[config.mk]
export PLATFORM = sky130hd
export DESIGN_NAME = tsync_loop_controller
export DESIGN_NICKNAME = d
export VERILOG_FILES = /design/src/rtl/tsync_loop_controller.sv
export SDC_FILE = /design/constraint.sdc
export NUM_CORES = 1
export LEC_CHECK = 0
export CORE_UTILIZATION = 48
export DETAILED_ROUTE_END_ITERATION = 12
export PLACE_DENSITY = 0.89
export SYNTH_ARGS = -nofsm -noshare
export SYNTH_HDL_FRONTEND = slang
export SYNTH_SLANG_ARGS = --single-unit
[constraint.sdc]
create_clock -name clk -period 5.5 [get_ports clk]
set_clock_uncertainty 0.2 [all_clocks]
set_input_delay 0.825 -clock clk [delete_from_list [all_inputs] [get_ports clk]]
set_output_delay 0.825 -clock clk [all_outputs]
set_load 0.02 [all_outputs]
[src/rtl/tsync_loop_controller.sv]
// -----------------------------------------------------------------------------
// tsync_loop_controller
//
// Acquisition/tracking controller for the QPSK symbol-timing recovery loop.
// Accumulates |e_k| over windows of 2^WIN_LOG2 gated error samples to form a
// mean-|e| lock metric. The metric steps the loop through IDLE -> ACQ -> TRACK.
// The controller selects the PI loop-filter gains, pulses an integrator clear
// and reports lock.
//
// Optional feature (compile-time macro TSYNC_ACQ_TIMEOUT_EN):
//   ACQ counts completed windows. After ACQ_TIMEOUT windows without lock it
//   restarts acquisition: loop_clear pulses, the window and good counters
//   clear, and acq_retries increments (saturating at 255). Without the macro,
//   ACQ persists indefinitely and acq_retries stays 0.
//
// Ports:
//   clk          system clock, rising edge
//   rst_n        synchronous active-low reset
//   enable       run request; low forces IDLE on the next edge
//   e_valid      error sample strobe
//   e_k          signed timing error sample (Q1.15)
//   kp_acq/ki_acq  acquisition gains
//   kp_trk/ki_trk  tracking gains
//   lock_thr     window mean |e| below this counts as a good window
//   unlock_thr   window mean |e| above this counts as a bad window
//   kp_out/ki_out  registered gains to the loop filter
//   loop_clear   one-cycle pulse that clears the loop-filter integrator and NCO
//   locked       high in TRACK
//   state        00 IDLE, 01 ACQ, 10 TRACK
//   metric       mean |e| of the last completed window
//   acq_retries  saturating count of acquisition timeouts
// -----------------------------------------------------------------------------
module tsync_loop_controller #(
    parameter int DATA_WIDTH  = 16,
    parameter int COEFF_WIDTH = 16,
    parameter int WIN_LOG2    = 6,
    parameter int LOCK_CNT    = 4,
    parameter int UNLOCK_CNT  = 2,
    parameter int ACQ_TIMEOUT = 64
) (
    input  logic                          clk,
    input  logic                          rst_n,
    input  logic                          enable,
    input  logic                          e_valid,
    input  logic signed [DATA_WIDTH-1:0]  e_k,
    input  logic [COEFF_WIDTH-1:0]        kp_acq,
    input  logic [COEFF_WIDTH-1:0]        ki_acq,
    input  logic [COEFF_WIDTH-1:0]        kp_trk,
    input  logic [COEFF_WIDTH-1:0]        ki_trk,
    input  logic [DATA_WIDTH-1:0]         lock_thr,
    input  logic [DATA_WIDTH-1:0]         unlock_thr,
    output logic [COEFF_WIDTH-1:0]        kp_out,
    output logic [COEFF_WIDTH-1:0]        ki_out,
    output logic                          loop_clear,
    output logic                          locked,
    output logic [1:0]                    state,
    output logic [DATA_WIDTH-1:0]         metric,
    output logic [7:0]                    acq_retries
);

`ifdef TSYNC_ACQ_TIMEOUT_EN
    localparam bit TIMEOUT_EN = 1'b1;
`else
    localparam bit TIMEOUT_EN = 1'b0;
`endif

    localparam int ACC_W = DATA_WIDTH + WIN_LOG2;

    // Full-scale negative input and the largest positive magnitude it saturates to.
    localparam logic [DATA_WIDTH-1:0] NEG_FS  = {1'b1, {(DATA_WIDTH-1){1'b0}}};
    localparam logic [DATA_WIDTH-1:0] MAG_MAX = {1'b0, {(DATA_WIDTH-1){1'b1}}};

    typedef enum logic [1:0] {
        S_IDLE  = 2'b00,
        S_ACQ   = 2'b01,
        S_TRACK = 2'b10
    } state_t;

    state_t                   state_q, state_d;
    logic [DATA_WIDTH-1:0]    e_bits, e_abs;
    logic [ACC_W-1:0]         acc_q, acc_sum;
    logic [WIN_LOG2-1:0]      cnt_q;
    logic [DATA_WIDTH-1:0]    metric_q;
    logic                     wdone_q;
    logic [7:0]               good_q, bad_q, awin_q, retries_q;
    logic                     good_win, bad_win;
    logic                     lock_hit, unlock_hit, timeout_hit;
    logic                     win_clear;
    logic [COEFF_WIDTH-1:0]   kp_d, ki_d, kp_q, ki_q;
    logic                     clear_d, clear_q;

    // ---------------------------------------------------------------- |e_k|
    assign e_bits = e_k;

    // NOTE: every variable assigned in always_comb gets a default first, so no
    // path leaves it unassigned and no latch is inferred.
    always_comb begin
        e_abs = e_bits;
        if (e_bits == NEG_FS)
            e_abs = MAG_MAX;
        else if (e_bits[DATA_WIDTH-1])
            e_abs = ~e_bits + {{(DATA_WIDTH-1){1'b0}}, 1'b1};
    end

    assign acc_sum = acc_q + ACC_W'(e_abs);

    // ------------------------------------------------------ window decisions
    // Decisions use the metric registered on the previous edge, qualified by
    // window_done, so state changes land two edges after the final sample.
    assign good_win   = metric_q < lock_thr;
    assign bad_win    = metric_q > unlock_thr;
    assign lock_hit   = wdone_q && good_win && (good_q == 8'(LOCK_CNT - 1));
    assign unlock_hit = wdone_q && bad_win  && (bad_q  == 8'(UNLOCK_CNT - 1));
    // Lock takes priority over a timeout that falls on the same window.
    assign timeout_hit = TIMEOUT_EN && enable && (state_q == S_ACQ) && wdone_q &&
                         !lock_hit && (awin_q == 8'(ACQ_TIMEOUT - 1));

    // ------------------------------------------------------- state register
    // NOTE: sequential state is written with non-blocking assignments only, so
    // every flop samples the pre-edge values regardless of block ordering.
    always_ff @(posedge clk) begin
        if (!rst_n)
            state_q <= S_IDLE;
        else
            state_q <= state_d;
    end

    // ------------------------------------------------------------ next state
    always_comb begin
        state_d = state_q;
        if (!enable) begin
            state_d = S_IDLE;
        end else begin
            case (state_q)
                S_IDLE:  state_d = S_ACQ;
                S_ACQ:   if (lock_hit)   state_d = S_TRACK;
                S_TRACK: if (unlock_hit) state_d = S_ACQ;
                default: state_d = S_IDLE;
            endcase
        end
    end

    // Any transition or timeout restart throws away the window in flight,
    // including a sample arriving in that same cycle. IDLE keeps it empty.
    assign win_clear = (state_d != state_q) || timeout_hit || (state_q == S_IDLE);

    // ---------------------------------------------------------- output decode
    // Gains are decoded from next state so they change on the same edge as state.
    always_comb begin
        kp_d    = '0;
        ki_d    = '0;
        clear_d = timeout_hit || ((state_d == S_ACQ) && (state_q != S_ACQ));
        case (state_d)
            S_ACQ: begin
                kp_d = kp_acq;
                ki_d = ki_acq;
            end
            S_TRACK: begin
                kp_d = kp_trk;
                ki_d = ki_trk;
            end
            default: begin
                kp_d = '0;
                ki_d = '0;
            end
        endcase
    end

    always_ff @(posedge clk) begin
        if (!rst_n) begin
            kp_q    <= '0;
            ki_q    <= '0;
            clear_q <= 1'b0;
        end else begin
            kp_q    <= kp_d;
            ki_q    <= ki_d;
            clear_q <= clear_d;
        end
    end

    // ------------------------------------------------------ window accumulator
    always_ff @(posedge clk) begin
        if (!rst_n) begin
            acc_q    <= '0;
            cnt_q    <= '0;
            metric_q <= '0;
            wdone_q  <= 1'b0;
        end else begin
            wdone_q <= 1'b0;
            if (win_clear) begin
                acc_q <= '0;
                cnt_q <= '0;
            end else if (e_valid) begin
                if (cnt_q == '1) begin
                    metric_q <= acc_sum[ACC_W-1:WIN_LOG2];
                    wdone_q  <= 1'b1;
                    acc_q    <= '0;
                    cnt_q    <= '0;
                end else begin
                    acc_q <= acc_sum;
                    cnt_q <= cnt_q + WIN_LOG2'(1);
                end
            end
        end
    end

    // --------------------------------------------------- good/bad/window counts
    always_ff @(posedge clk) begin
        if (!rst_n) begin
            good_q <= '0;
            bad_q  <= '0;
            awin_q <= '0;
        end else if (win_clear) begin
            good_q <= '0;
            bad_q  <= '0;
            awin_q <= '0;
        end else if (wdone_q) begin
            case (state_q)
                S_ACQ: begin
                    good_q <= good_win ? good_q + 8'd1 : 8'd0;
                    awin_q <= awin_q + 8'd1;
                end
                S_TRACK: bad_q <= bad_win ? bad_q + 8'd1 : 8'd0;
                default: ;
            endcase
        end
    end

    // Retry count survives enable drops; only reset clears it.
    always_ff @(posedge clk) begin
        if (!rst_n)
            retries_q <= '0;
        else if (timeout_hit && (retries_q != 8'hFF))
            retries_q <= retries_q + 8'd1;
    end

    assign kp_out      = kp_q;
    assign ki_out      = ki_q;
    assign loop_clear  = clear_q;
    assign locked      = (state_q == S_TRACK);
    assign state       = state_q;
    assign metric      = metric_q;
    assign acq_retries = retries_q;

endmodule

==> results.md <==
- Largest net degree at the start of global routing: 37
- DR vias/cell: 5.57
- Die X: 114 um
- Remaining DRCs: 0
- CP bufs+invs: 2
- Worst Hold Class: register to register
- Sequential Power Share: 45.2%
- Status: completed
- DR vias: 5883
- Worst-Margin Slew: 1010 ps
- Initial Util: 49.6%
- CP Cell Sequence: clkdlybuf4s50_1, or4_1, or3_1, or2_2, nand2_1, ha_1, inv_1, fa_1, and2b_1, o31ai_1, a2111o_1, a211o_1, a21o_1, or4_1, a21oi_1
- # resized after CTS: 0
- Io pins: 176
- Rows: 40
- Synth Warn #: 0
- Hold Vio Cnt, Final: 0
- Synth Instances: 725
- Netlist cell types: 69
- Combinational group share of total power: 16.9%
- VDD IR-drop max: 0.175 mV
- CP most frequent cell: or4_1
- Top FF cell, synth: dfxtp_1
- Cts hold-fix bufs: 0
- Crit end category: register
- Nets: 1054
- CTS Buffer Depth: 2
- CTS clock-pin slew for the worst setup and hold paths: 70 ps
- Worst path slowest cell: or4_1
- Placed cell areas: 0.00781 mm^2
- Switching share of power: 26.1%
- Sequential area share after synthesis: 32.1%
- WL final: 15400 um
- Commonest cells in the synthesized netlist: dfxtp_1, nor2_1, nand2_1
- Inserted Clock Buffers: 9
- Grt ovf: 0
- Routed len/inst: 14.6 um
- Most common cell in the netlist: dfxtp_1
- Internal Power: 1.16 mW
- Dpl hpwl: 11800 um
- Period utilization: 93.4%
- Core Area: 0.0121 mm^2
- Switching power: 0.407 mW
- Routed Antenna Nets: 0
- Pins over their slew limit: 0
- Setup Total Neg Slack: 0 ps
- Place WS: 20.1 ps
- Initial drt markers: 293
- Post-CTS setup buffer count: 0
- Final setup fails: 0
- Area Overhead vs Synth: 35.2%
- DR pass1 iterations: 5
- Mapped cell area: 0.00599 mm^2
- Crit path kind: input pin to register
- H-Tree Depth: 3
- Root buffer cell: clkbuf_16
- Leading area contributor after synthesis: dfxtp_1
- Design area: 0.00809 mm^2
- Post-layout min period: 5140 ps
- Synth top area cells: dfxtp_1, ha_1, a22oi_1
- Synth async-reset ratio: 0%
- First-pass GRT wire length: 25700 um
- # clock sinks: 96
- GRT Overall Usage: 24.8%
- Top cell type's share of synthesized area: 32.1%
- Layout cell share with drive strength beyond 1: 5.29%
- CP max FO: 5
- Req. time, crit path: 5580 ps
- Crit start category: input pin
- Buffers added on ports: 167
- # diodes: 0
- Fmax achieved: 0.195 GHz
- Slew margin rel.: 32.4%
- Clock network power share: 37.9%
- Post-synth EDFFs: 0
- GPL Wtd Cong: 0.873
- TritonCTS clock tree: yes
- CP arrival: 5220 ps
- CP delay by family, top: simple AND/OR/NAND/NOR gates
- Initial antenna violation count: 0
- PD cells: 193 mW/mm^2
- Vias in the first global route: 5698
- Final setup margin: 361 ps
- Die height: 114 um
- Total die area: 0.0129 mm^2
- Number of max-cap violations: 0
- RSZ-0062 raised after global routing: no
- Average size of a mapped cell: 8.26 um^2
- Worst-skew pair later-pin latency: 350 ps
- Crit-path max cell delay: 600 ps
- P_leak: 3.31 nW
- Flops & latches, synth: 96
-- sequential cells by signal, summed over array words and instances, names as in the netlist --
register / count
cnt_q: 6
kp_out: 16
bad_q: 8
ki_out: 16
good_q: 8
acc_q: 22
loop_clear: 1
state: 2
wdone_q: 1
metric: 16
-- placed cells by master, fill, tap and decap left out, types with 12 or more instances in the layout --
cell type	n
ha_1	54
o21ai_0	24
a21oi_1	52
a21o_1	13
nor2_1	70
nor3_1	21
nand2_1	59
xnor2_1	12
clkdlybuf4s50_1	167
or3_1	13
buf_4	12
nand3_1	19
inv_1	46
a22oi_1	40
xor2_1	28
dfxtp_1	96
-- per-stage QoR --
step | hold WS [ps] | utilization (%) | power [mW] | std cells
after floorplan | 244 | - | 0.856 | 732
after global placement | 256 | 64.8 | 0.979 | 1040
after detailed placement | 264 | 64.8 | 0.984 | 1040
after CTS | 275 | 67.1 | 1.57 | 1056
after global routing | 298 | 67.1 | 1.63 | 1056
final | 274 | 67.1 | 1.56 | 1056
-- worst reg2reg max path, delay by kind of cell (launching register included) --
| kind | cells | cell delay [ps] |
|---|---|---|
| adders and majority gates | 2 | 640 |
| buffers and inverters | 1 | 260 |
| AOI/OAI and AO/OA | 4 | 1020 |
| DFF | 1 | 360 |
| and+or+nand+nor | 5 | 1210 |
-- logic make-up (layout without fill, tap and decap cells) --
logic type      Yosys count  after routing  share of synthesized area, %
fa+ha+maj                55             55                          11.6
simple gates            245            245                          20.2
other cells               1              8                        0.0626
compound gates          201            201                          24.0
xor+xnor                 40             40                          5.85
mux                       1              1                         0.167
flops                    96             96                          32.1
buf+inv                  86            242                          6.06
-- area by class of cell --
type                       count  area, um^2
tap                          168         210
fill                         927        3970
inverter                      46         173
multi-input combinational    550        3730
clock buffer                   9         225
timing repair buffer         180        1780
clock inverter                 7        53.8
sequential                    96        1920
-- power by group through the flow --
stage          Clock, mW  Combinational [mW]  Sequential [mW]
2_1_floorplan          0               0.125            0.731
3_3_place_gp           0               0.257            0.722
3_5_place_dp           0               0.261            0.723
4_1_cts            0.603               0.263            0.707
5_1_grt            0.631               0.290            0.707
6_report           0.592               0.264            0.707
-- metal layers --
| metal | vias to the layer above | share of wire [%] | global-route usage (%) |
|---|---|---|---|
| met3 | 36 | 7.5 | 6.85 |
| met2 | 224 | 49 | 43.8 |
| met1 | 2704 | 41 | 27.6 |
| li1 | 2919 | - | - |
| met4 | 0 | 3.4 | 12.0 |
| met5 | - | 0 | 0 |
-- path summary, 6_finish.rpt --
path	startpoint	end	slack, ps	cells after the start
max	e_k[9]	acc_q[18]	360	15
min	acc_q[2]	acc_q[2]	270	2
max reg2reg	metric[15]	ki_out[7]	1710	12
min reg2reg	acc_q[2]	acc_q[2]	270	2
Note: power is estimated with default switching activity, not from simulation.
